<file path="src/rtl/jk_bank_ctrl.sv">
// jk_bank_ctrl: command sequencer for a bank of WIDTH JK flip-flops.
// Takes one command at a time over valid/ready and drives the bank with
// registered J/K values. It runs single-cycle SET/CLR/TOG/LOAD operations
// and multi-step up/down counts.
//
// Handshake: a command transfers on a rising clock edge when iCmdValid and
// oCmdReady are both high. oCmdReady is high only in IDLE and only while
// reset is released. While the controller is busy, the requester keeps
// iCmdValid and the command fields stable. A command presented while busy
// is not consumed.
module jk_bank_ctrl #(
  parameter int WIDTH = 4,
  parameter int LENW  = 8
) (
  input  logic             iClk,
  input  logic             iRst_n,
  input  logic             iCmdValid,
  output logic             oCmdReady,
  input  logic [2:0]       iCmd,
  input  logic [WIDTH-1:0] iMask,
  input  logic [WIDTH-1:0] iLoad,
  input  logic [LENW-1:0]  iCntLen,
  input  logic             iAbort,
  input  logic [WIDTH-1:0] iQ,
  output logic [WIDTH-1:0] oJ,
  output logic [WIDTH-1:0] oK,
  output logic             oBusy,
  output logic             oDone,
  output logic             oErr,
  output logic [1:0]       oState
);

  localparam logic [2:0] OP_NOP   = 3'd0;
  localparam logic [2:0] OP_SET   = 3'd1;
  localparam logic [2:0] OP_CLR   = 3'd2;
  localparam logic [2:0] OP_TOG   = 3'd3;
  localparam logic [2:0] OP_LOAD  = 3'd4;
  localparam logic [2:0] OP_CNTUP = 3'd5;
  localparam logic [2:0] OP_CNTDN = 3'd6;
  localparam logic [2:0] OP_RSVD  = 3'd7;

  typedef enum logic [1:0] {
    IDLE  = 2'd0,
    APPLY = 2'd1,
    CSTEP = 2'd2,
    CHOLD = 2'd3
  } state_t;

  state_t           state;
  logic [2:0]       cmd_q;
  logic [LENW-1:0]  rem;
  logic [WIDTH-1:0] t_vec;
  logic             run;
  logic             accept;
  logic             is_count;

  assign oCmdReady = (state == IDLE) && iRst_n;
  assign accept    = iCmdValid && oCmdReady;
  assign oBusy     = (state != IDLE);
  assign oState    = state;
  assign is_count  = (iCmd == OP_CNTUP) || (iCmd == OP_CNTDN);

  // Toggle vector for one counter step. Bit i toggles when every lower bit
  // is 1 (counting up) or every lower bit is 0 (counting down).
  always_comb begin
    t_vec = '0;
    run   = 1'b1;
    for (int i = 0; i < WIDTH; i++) begin
      t_vec[i] = run;
      run      = run & ((cmd_q == OP_CNTDN) ? ~iQ[i] : iQ[i]);
    end
  end

  // Sequencer FSM. J/K, done and err are all registered. oJ/oK are cleared
  // after every step, so each count step toggles the bank exactly once.
  always_ff @(posedge iClk or negedge iRst_n) begin
    if (!iRst_n) begin
      state <= IDLE;
      oJ    <= '0;
      oK    <= '0;
      oDone <= 1'b0;
      oErr  <= 1'b0;
      cmd_q <= '0;
      rem   <= '0;
    end else begin
      oDone <= 1'b0;
      oErr  <= 1'b0;
      case (state)
        IDLE: begin
          oJ <= '0;
          oK <= '0;
          if (accept) begin
            cmd_q <= iCmd;
            rem   <= iCntLen;
            if (is_count && (iCntLen != '0)) begin
              state <= CSTEP;
            end else begin
              state <= APPLY;
              case (iCmd)
                OP_SET:  begin oJ <= iMask;          oK <= '0;             end
                OP_CLR:  begin oJ <= '0;             oK <= iMask;          end
                OP_TOG:  begin oJ <= iMask;          oK <= iMask;          end
                OP_LOAD: begin oJ <= iLoad & iMask;  oK <= ~iLoad & iMask; end
                default: begin oJ <= '0;             oK <= '0;             end
              endcase
            end
          end
        end
        APPLY: begin
          oJ    <= '0;
          oK    <= '0;
          state <= IDLE;
          oDone <= 1'b1;
          oErr  <= (cmd_q == OP_RSVD);
        end
        CSTEP: begin
          oJ    <= t_vec;
          oK    <= t_vec;
          rem   <= rem - LENW'(1);
          state <= CHOLD;
        end
        CHOLD: begin
          oJ <= '0;
          oK <= '0;
          if ((rem == '0) || iAbort) begin
            state <= IDLE;
            oDone <= 1'b1;
          end else begin
            state <= CSTEP;
          end
        end
        default: begin
          state <= IDLE;
          oJ    <= '0;
          oK    <= '0;
        end
      endcase
    end
  end

  // OP_NOP is handled by the default drive branch; keep the name for readers.
  localparam logic [2:0] OP_UNUSED_NOP = OP_NOP;

endmodule

</file>
<file path="config.mk">
export PLATFORM = sky130hd
export DESIGN_NAME = jk_bank_ctrl
export DESIGN_NICKNAME = d
export VERILOG_FILES = /design/src/rtl/jk_bank_ctrl.sv
export SDC_FILE = /design/constraint.sdc
export NUM_CORES = 1
export LEC_CHECK = 0
export CORE_UTILIZATION = 40
export CTS_BUF_LIST = sky130_fd_sc_hd__clkbuf_4 sky130_fd_sc_hd__clkbuf_8 sky130_fd_sc_hd__clkbuf_16
export DETAILED_ROUTE_END_ITERATION = 7
export HOLD_SLACK_MARGIN = 0.06
export PLACE_DENSITY = 0.78
export SETUP_SLACK_MARGIN = 0.05
export SYNTH_ARGS = -nofsm -noshare
export SYNTH_HDL_FRONTEND = slang
export SYNTH_SLANG_ARGS = --single-unit
</file>
<file path="constraint.sdc">
create_clock -name iClk -period 1.2 [get_ports iClk]
set_input_delay 0.3 -clock iClk [delete_from_list [all_inputs] [get_ports iClk]]
set_output_delay 0.3 -clock iClk [all_outputs]
set_load 0.02 [all_outputs]
</file>
# [Word level (Yosys, flattened, before mapping)]
# Index checks and enable logic that the tools add are counted.
# Widths: inputs -> output; s select.
[word_totals] ff_bits=23 input_bits=27 out_inout_bits=14 elab_cells=63
[op_classes] addsub=1 n_eq_ne=12 mux=20 n_bitwise=8 reduce_logical=15
[op_table] cell="$pmux 4 s3" count=2
[op_table] cell="$mux 4" count=4
[op_table] cell="$pmux 4 s2" count=2
[op_table] cell="$pmux 8 s2" count=1
[op_table] cell="$eq 3x3->1 const B" count=5
[op_table] cell="$and 4x4->4" count=2
[op_table] cell="$logic_not 8->1" count=1
[op_table] cell="$mux 8" count=1
[op_table] cell="$pmux 2 s4" count=1
[op_table] cell="$reduce_bool 8->1" count=1
[op_table] cell="$sub 8x1->8 const B" count=1
[op_table] cell="$eq 3x2->1 const B" count=2
[op_table] cell="$mux 2" count=3
[op_table] cell="$reduce_or 2->1" count=3
[op_table] cell="$mux 1" count=5
[op_table] cell="$eq 2x2->1 const B" count=2
[op_table] cell="$not 4->4" count=1
[op_table] cell="$reduce_and 2->1" count=2
[op_table] cell="$reduce_bool 2->1" count=2
[op_table] cell="$eq 3x1->1 const B" count=1
[op_table] cell="$logic_and 1x1->1" count=3
[op_table] cell="$not 1->1" count=3
[op_table] cell="$and 1x1->1" count=2
[op_table] cell="$eq 2x1->1 const B" count=1
[op_table] cell="other kinds (4)" count=5

# [Longest topological paths before layout]
# Gate-level depths: netlist of run 1.
[logic_depth] word_depth=6 depth_mapped=6 depth_no_buf=6

# [Least setup slack after synthesis of run 1]
# No wires, ideal clock.
[synth_timing] kind="reg-to-reg" startpoint="register state[1] (netlist: oState[1])" endpoint="register rem[1]" setup_time_ns=0.126 arrival_time_ns=1.608 required_ns=1.074 setup_slack_ns=-0.534 path_stages_with_launch=6 n_path_buf=1 period_less_slack_ns=1.734 cell_sequence="dfrtp_1 nor3b_2 and2_1 buf_4 nor2_1 a221o_1"
[synth_between] elab_chain_cells=5 elab_cells_between_ends=8 cone_classes="2 x eq/ne; 1 x mux; 5 x reduce/logical"
[synth_rtl] element="start, declared" line="49" source="state_t state;"
[synth_rtl] element="start signal, assigned" line="78" source="state <= IDLE;"
[synth_rtl] element="start signal, assigned" line="96" source="state <= CSTEP;"
[synth_rtl] element="start signal, assigned" line="98" source="state <= APPLY;"
[synth_rtl] element="$logic_not 2->1" line="57" source="assign oCmdReady = (state == IDLE) && iRst_n;"
[synth_rtl] element="$logic_and 1x1->1" line="57"
[synth_rtl] element="via oCmdReady" line="18" source="output logic oCmdReady,"
[synth_rtl] element="$logic_and 1x1->1" line="58" source="assign accept = iCmdValid && oCmdReady;"
[synth_rtl] element="$ne 2x2->1 (no line)"
[synth_rtl] element="$reduce_and 2->1 (no line)"
[synth_rtl] element="end signal, assigned" line="94" source="rem <= iCntLen;"
[synth_rtl] element="end signal, assigned" line="119" source="rem <= rem - LENW'(1);"
[synth_rtl] element="end, declared" line="51" source="logic [LENW-1:0] rem;"
# The timed path passes the listed nets, and every way through them passes these cells.
# A chain may end at the register's enable or synchronous reset.

# [Worst setup path after layout of run 1]
[layout_timing] startpoint="register state[0] (netlist: oState[0])" endpoint="output oCmdReady"
[layout_between] elab_chain_cells=2
[layout_rtl] element="$logic_not 2->1" line="57"
[layout_rtl] element="$logic_and 1x1->1" line="57"
[layout_rtl] element="end, declared" line="18"
# No other way between the ends.

==> tab_implementation.tex, run 1 <==
\begin{tabular}{lr}
\hline
Metric & Value \\
\hline
\multicolumn{2}{l}{\textbf{Run status}} \\
Result of the run & finished with violations \\
Violations in the final reports & setup timing \\
\multicolumn{2}{l}{\textbf{Drt}} \\
Final wirelength & just over 4 mm \\
Detailed-route wire length per cell & around 17 µm \\
DRT Pass-1 Iters & 4 \\
Initial DRC count & 43 \\
Routed vias & $\sim$1300 \\
Count of antenna-violating nets left after detailed routing & 0 \\
DR DRC count & 0 \\
Post-DR vias/cell & $\sim$5.6 \\
\multicolumn{2}{l}{\textbf{Layout}} \\
Total of fill cells in the finished design & 169 \\
Final std cells w/o fill & 236 \\
Top library cells by usage in the layout, fill and taps aside & 35 x sky130\_fd\_sc\_hd\_\_buf\_4, 21 x sky130\_fd\_sc\_hd\_\_dfrtp\_1, 20 x sky130\_fd\_sc\_hd\_\_clkdlybuf4s50\_1 \\
Antenna Diode Count & 0 \\
Area used by multi-input combinational logic & 745.7 µm² \\
Final cell utilization of the core & between 70\% and 80\% \\
Fraction of layout instances using a drive strength above 1 & a little under half \\
Layout overhead on the synthesized area & 83.85\% \\
Number of nets in the layout & roughly 240 \\
Area occupied by registers & around 580 µm² \\
Leading cell type in the layout, fill and taps excluded & sky130\_fd\_sc\_hd\_\_buf\_4 \\
\multicolumn{2}{l}{\textbf{Clocking}} \\
CTS tree & done \\
H-tree depth & 1 \\
Library cell used as clock root buffer & sky130\_fd\_sc\_hd\_\_clkbuf\_4 \\
Clock transition at the registers of the reported paths & around 140 ps \\
Sink count of the clock tree & 23 \\
Clock insertion delay at the later pin of the skew report & 320 ps \\
Clock buffers created by TritonCTS & 3 \\
Deepest clock path buffer count & 2 \\
Quantity of hold-fixing buffers added after cts & 0 \\
\multicolumn{2}{l}{\textbf{STA}} \\
Rel. slew slack & roughly 76\% \\
Tightest Pin Transition & $\sim$360 ps \\
Number of failing setup endpoints in the final timing report & 26 \\
Final Hold Viols & 0 \\
Worst Clk Skew & roughly 16 ps \\
Count of pins over their slew limit & 0 \\
Fmax & between 600 and 700 MHz \\
Minimum clock period & 1530 ps \\
Final period util & 127.5\% \\
Setup repair after global routing missed its margin & true \\
PnR worst setup slack & -329.6 ps \\
\multicolumn{2}{l}{\textbf{Global routing}} \\
Total congestion overflow after global routing & 0 \\
Largest net degree at the start of global routing & 24 \\
Via count of the first global-routing pass & about 1300 \\
GRT Overall Usage & between 20 and 25\% \\
Wire length of the first global-routing pass & between 5 and 6 mm \\
Number of antenna violations at the first check in global routing & 0 \\
\multicolumn{2}{l}{\textbf{Critical path}} \\
Required time reported for the critical path endpoint & 900 ps \\
Worst Path Class, Setup & reg -> out \\
Startpoint class of the critical path & register \\
Worst Path Arrival & approximately 1200 ps \\
Worst-path fanout max & 4 \\
Endpoint class of the critical path & output pin \\
\multicolumn{2}{l}{\textbf{Logic synthesis}} \\
Instance count of the mapped netlist & 122 \\
Total of warnings raised by yosys & 0 \\
Net count after synthesis & approximately 150 \\
Share of the synthesized area in the top cell type & 49.20\% \\
Cell accounting for the most synthesized area & sky130\_fd\_sc\_hd\_\_dfrtp\_1 \\
Portion of the post-synthesis area used by sequential elements & roughly 49\% \\
Synth Area per Inst & $\sim$9.6 µm² \\
Cell area after technology mapping & between 1000 and 1500 µm² \\
Top cells by area in the synthesized netlist & sky130\_fd\_sc\_hd\_\_dfrtp\_1 49\%, sky130\_fd\_sc\_hd\_\_nand2\_1 6.7\%, sky130\_fd\_sc\_hd\_\_nor2\_1 3.5\%, sky130\_fd\_sc\_hd\_\_o21ai\_1 3.4\%, sky130\_fd\_sc\_hd\_\_nor4\_1 2.7\% \\
Count of state elements after synthesis & 23 \\
Number of unique standard cell types used by synthesis & 34 \\
\multicolumn{2}{l}{\textbf{Floorplanning}} \\
I/O pin total & 41 \\
Chip Height & approximately 56 µm \\
Die boundary width & between 50 and 60 µm \\
Total core area & around 2800 µm² \\
Row count & 19 \\
Effective utilization at floorplan & 42.42\% \\
Area enclosed by the die boundary & approximately 3100 µm² \\
\multicolumn{2}{l}{\textbf{Run}} \\
Number of maximum-capacitance violations & 0 \\
\multicolumn{2}{l}{\textbf{Power}} \\
P per Cell Area & approximately 2100 nW/µm² \\
Total design power & 4.523 mW \\
IR Drop Worst-Case VDD & approximately 0.0019 V \\
Pleak & 0.9865 nW \\
\multicolumn{2}{l}{\textbf{Placed design}} \\
Port Buffer Count & 39 \\
DP Cell Count & between 200 and 250 \\
Estimated wirelength of the detail-placed design & 2.455 mm \\
Final weighted congestion in routability-driven placement & just over 0.8 \\
\multicolumn{2}{l}{\textbf{Worst hold path}} \\
Type of the worst min-delay path & in -> async \\
\hline
\end{tabular}
final timing paths:
check | from | to | slack, ps | cells past startpoint
max | oState[0] | oCmdReady | -330 | 3
min | iRst_n | rem[6] | 100 | 2
max in group asynchronous | iRst_n | oState[0] | 820 | 2
min in group iClk | iCntLen[7] | rem[7] | 310 | 3
min reg2reg | rem[7] | rem[7] | 520 | 1
max reg2reg | oState[0] | rem[3] | -290 | 7
kinds of logic after synthesis:
logic type | share of synthesized area (%)
AO/OA/AOI/OAI | 18.29
XOR/XNOR | 0.7488
adder cells (fa/ha/maj) | 2.139
buffers and inverters | 2.567
flip-flops | 49.20
AND/OR/NAND/NOR | 27.06
flip-flops by register name, summed over array words and instances (netlist names):
name	cells
rem	8
oJ	4
oK	4
cmd_q	3
oState	2
oDone	1
oErr	1
final cells by class:
type                    instances  area share, %
clock buffers                   4          1.396
inverters                       3         0.5236
repair buffers                 80          34.73
multi-input cells              95          34.67
well taps                      31          1.803
flip-flops and latches         23          26.88
repair_timing:
action                                  CTS  global route
endpoints found under the setup margin   36            36
pin swaps                                 5             6
hold endpoints to repair                  0             0
resized for setup                       109            21
cloned                                    0             1
buffers inserted                          6             9
report_power, final:
part / internal (mW) / switching [mW]
Sequential: 1.07 / 0.306
Combinational: 1.48 / 1.27
Clock: 0.152 / 0.245
stage by stage:
step | worst slack [ps] | cell area, µm² | hold slack [ps] | TNS [ps]
2_1_floorplan | -380.9 | 1207 | 4.409 | -5393
3_3_place_gp | -700.9 | 1817 | 487.3 | -12330
3_5_place_dp | -701.5 | 1817 | 496.4 | -12630
4_1_cts | -297.9 | 2002 | 108.9 | -4561
5_1_grt | -384.3 | 2151 | 129.9 | -6700
6_report | -329.6 | 2151 | 98.99 | -5125
layer usage:
layer	part of all wire, %	wire length (µm)	global-route usage (%)	up-vias
li1	-	-	-	617
met4	3.2	129	12.89	0
met1	41	1652	32.44	655
met2	52	2099	39.29	46
met5	0	0	0	-
met3	4.3	173	2.791	12
worst max-delay path, stage by stage, from the launching register on:
cell and delay [ps]:
sky130_fd_sc_hd__dfrtp_2 470, sky130_fd_sc_hd__nor3b_4 210, sky130_fd_sc_hd__buf_4 140, sky130_fd_sc_hd__buf_6 100
cell usage after synthesis:
master                      instances
sky130_fd_sc_hd__buf_4              1
sky130_fd_sc_hd__a311oi_1           2
sky130_fd_sc_hd__buf_6              1
sky130_fd_sc_hd__or2_2              1
sky130_fd_sc_hd__nand2b_1           2
sky130_fd_sc_hd__inv_1              3
sky130_fd_sc_hd__and4b_1            1
sky130_fd_sc_hd__dfrtp_1           23
sky130_fd_sc_hd__nor3_1             3
sky130_fd_sc_hd__nor3b_1            1
sky130_fd_sc_hd__and3_1             2
sky130_fd_sc_hd__o21a_1             4
sky130_fd_sc_hd__nand3b_1           1
sky130_fd_sc_hd__and4_1             1
sky130_fd_sc_hd__nor2b_1            2
sky130_fd_sc_hd__ha_1               2
sky130_fd_sc_hd__o221a_2            1
sky130_fd_sc_hd__o21ai_1            8
sky130_fd_sc_hd__a21oi_1            5
sky130_fd_sc_hd__nor3b_2            1
sky130_fd_sc_hd__a221o_1            2
sky130_fd_sc_hd__a22oi_1            1
sky130_fd_sc_hd__nand2_1           21
sky130_fd_sc_hd__and2_1             2
sky130_fd_sc_hd__o21ai_0            5
sky130_fd_sc_hd__nand4_1            1
sky130_fd_sc_hd__nor2_1            11
sky130_fd_sc_hd__xnor2_1            1
sky130_fd_sc_hd__nor4_1             5
sky130_fd_sc_hd__nand4bb_1          1
sky130_fd_sc_hd__nand2b_2           1
sky130_fd_sc_hd__a211oi_1           4
sky130_fd_sc_hd__nor4_4             1
sky130_fd_sc_hd__o211ai_1           1
Power figures use the tool's default switching activity.
==> run 2: changes to the inputs <==
Settings changed: GPL_TIMING_DRIVEN from default to 0.
==> run 2 against run 1 <==
Compared with the run above:
- the run ends with hold timing, setup timing left
- non-clock buffer count fell by 18
- hold slack got worse by 260 ps
- fmax rose by 1.7%
- critical endpoint unchanged
- highest routed layer unchanged
==> tab_implementation.tex, run 2 (same netlist as run 1, synthesis figures left out) <==
\begin{tabular}{lr}
\hline
Metric & Value \\
\hline
\multicolumn{2}{l}{\textbf{Critical path}} \\
Endpoint class of the critical path & output pin \\
Startpoint class of the critical path & register \\
Worst Path Arrival & 1200 ps \\
Worst-path fanout max & 4 \\
Required time reported for the critical path endpoint & roughly 900 ps \\
Worst Path Class, Setup & reg -> out \\
\multicolumn{2}{l}{\textbf{Clocking}} \\
Sink count of the clock tree & 23 \\
H-tree depth & 1 \\
CTS tree & done \\
Clock insertion delay at the later pin of the skew report & 320 ps \\
Clock transition at the registers of the reported paths & 140 ps \\
Library cell used as clock root buffer & sky130\_fd\_sc\_hd\_\_clkbuf\_4 \\
Deepest clock path buffer count & 2 \\
Clock buffers created by TritonCTS & 3 \\
\multicolumn{2}{l}{\textbf{Power}} \\
Pleak & approximately 0.9 nW \\
IR Drop Worst-Case VDD & approximately 0.0016 V \\
P per Cell Area & between 2000 and 2500 nW/µm² \\
Total design power & approximately 4.0 mW \\
\multicolumn{2}{l}{\textbf{Drt}} \\
Post-DR vias/cell & about 5.7 \\
Routed vias & between 1000 and 1500 \\
Final wirelength & roughly 3.6 mm \\
Count of antenna-violating nets left after detailed routing & 0 \\
DR DRC count & 0 \\
Initial DRC count & 63 \\
Detailed-route wire length per cell & 16.40 µm \\
DRT Pass-1 Iters & 4 \\
\multicolumn{2}{l}{\textbf{STA}} \\
Minimum clock period & $\sim$1500 ps \\
Worst Clk Skew & between 10 and 15 ps \\
Total negative setup slack & -5045 ps \\
Final period util & 125.3\% \\
Count of pins over their slew limit & 0 \\
Number of failing setup endpoints in the final timing report & 24 \\
Setup repair after global routing missed its margin & true \\
Fmax & roughly 660 MHz \\
Rel. slew slack & between 70\% and 80\% \\
Final Hold Viols & 23 \\
Tightest Pin Transition & approximately 390 ps \\
PnR worst setup slack & -303.9 ps \\
Minimum hold slack & -156.0 ps \\
\multicolumn{2}{l}{\textbf{Worst hold path}} \\
Type of the worst min-delay path & in -> async \\
\multicolumn{2}{l}{\textbf{Floorplanning}} \\
Area enclosed by the die boundary & around 3100 µm² \\
Effective utilization at floorplan & between 40\% and 50\% \\
Die boundary width & approximately 56 µm \\
Row count & 19 \\
Total core area & 2758 µm² \\
I/O pin total & a little over 40 \\
Chip Height & 56.08 µm \\
\multicolumn{2}{l}{\textbf{Global routing}} \\
Largest net degree at the start of global routing & 25 \\
GRT Overall Usage & between 20\% and 30\% \\
Total congestion overflow after global routing & 0 \\
Number of antenna violations at the first check in global routing & 0 \\
Wire length of the first global-routing pass & roughly 5.8 mm \\
Via count of the first global-routing pass & between 1000 and 1500 \\
\multicolumn{2}{l}{\textbf{Placed design}} \\
Worst setup timing slack at the placement stage & -1661 ps \\
Estimated wirelength of the detail-placed design & about 2.2 mm \\
Final weighted congestion in routability-driven placement & $\sim$0.82 \\
Port Buffer Count & 39 \\
DP Cell Count & between 150 and 200 \\
\multicolumn{2}{l}{\textbf{Run}} \\
Number of maximum-capacitance violations & 0 \\
\multicolumn{2}{l}{\textbf{Layout}} \\
Max reg flops & 8 \\
Fraction of layout instances using a drive strength above 1 & a little over two fifths \\
Antenna Diode Count & 0 \\
Final std cells w/o fill & approximately 220 \\
Top library cells by usage in the layout, fill and taps aside & 19 x sky130\_fd\_sc\_hd\_\_dfrtp\_1, 19 x sky130\_fd\_sc\_hd\_\_buf\_4, 18 x sky130\_fd\_sc\_hd\_\_clkdlybuf4s50\_1, 18 x sky130\_fd\_sc\_hd\_\_buf\_6, 13 x sky130\_fd\_sc\_hd\_\_nand2\_1 \\
Layout overhead on the synthesized area & 69.20\% \\
Number of nets in the layout & 216 \\
Biggest registers after layout & rem x8, oJ x4, oK x4 \\
Register with the most flip-flops & rem \\
\multicolumn{2}{l}{\textbf{Run status}} \\
Violations in the final reports & hold timing, setup timing \\
Result of the run & finished with violations \\
\hline
\end{tabular}
## run 2: cell types whose count changed in the layout (fill, tap and decap cells not counted), sizes merged
cell           change
buf               -17
dlymetal6s2s       +1
clkinv             +1
clkdlybuf4s50      -2
clkbuf             -1
nand2              -1
## run 2: per-layer routing
metal  global-route usage, %  wire (µm)
met2                   39.46       1814
met5                       0          0
met4                   10.80         88
met3                   4.419        198
met1                   28.89       1457
## run 2: final timing paths
path                       startpoint         to  slack (ps)  cells after the start
max                         oState[1]  oCmdReady        -300                      2
min                            iRst_n     rem[6]        -160                      1
max reg2reg                 oState[1]     rem[1]        -280                      4
min reg2reg                  cmd_q[0]   cmd_q[0]         520                      2
max in group asynchronous      iRst_n  oState[0]        1080                      1
min in group iClk          iCntLen[1]     rem[1]         290                      2
## run 2: area by class of cell
type                       instances  area (µm²)
buffer                             1       15.01
sequential                        23       580.6
timing repair buffer              61       589.3
inverter                           3       11.26
fill                             197       778.2
tap                               31       38.79
multi-input combinational         94       716.9
clock buffer                       3       22.52
clock inverter                     1       5.005
## run 2: stage by stage
step / util (%) / instance area, µm²
2_1_floorplan: - / 1207
5_1_grt: 71.78 / 1979
3_5_place_dp: 59.35 / 1637
4_1_cts: 67.79 / 1869
6_report: 71.78 / 1979
3_3_place_gp: 59.35 / 1637
## run 2: power by group
group,switching (mW),internal (mW),total (mW)
clock,0.249,0.125,0.374
combinational,1.10,1.19,2.29
sequential,0.296,1.08,1.38
total,1.64,2.39,4.04
## run 2: repair_timing
action | 4_1_cts | 5_1_grt
setup endpoints to repair | 59 | 36
pin swaps | 11 | 5
buffers inserted | 16 | 7
endpoints found under the hold margin | 23 | 23
gates cloned | 1 | 0
resized for setup | 110 | 28
## run 2: critical path, cell delays in order (launching register included)
cell                      delay (ps)
sky130_fd_sc_hd__dfrtp_2         480
sky130_fd_sc_hd__nor3b_4         250
sky130_fd_sc_hd__buf_6           150
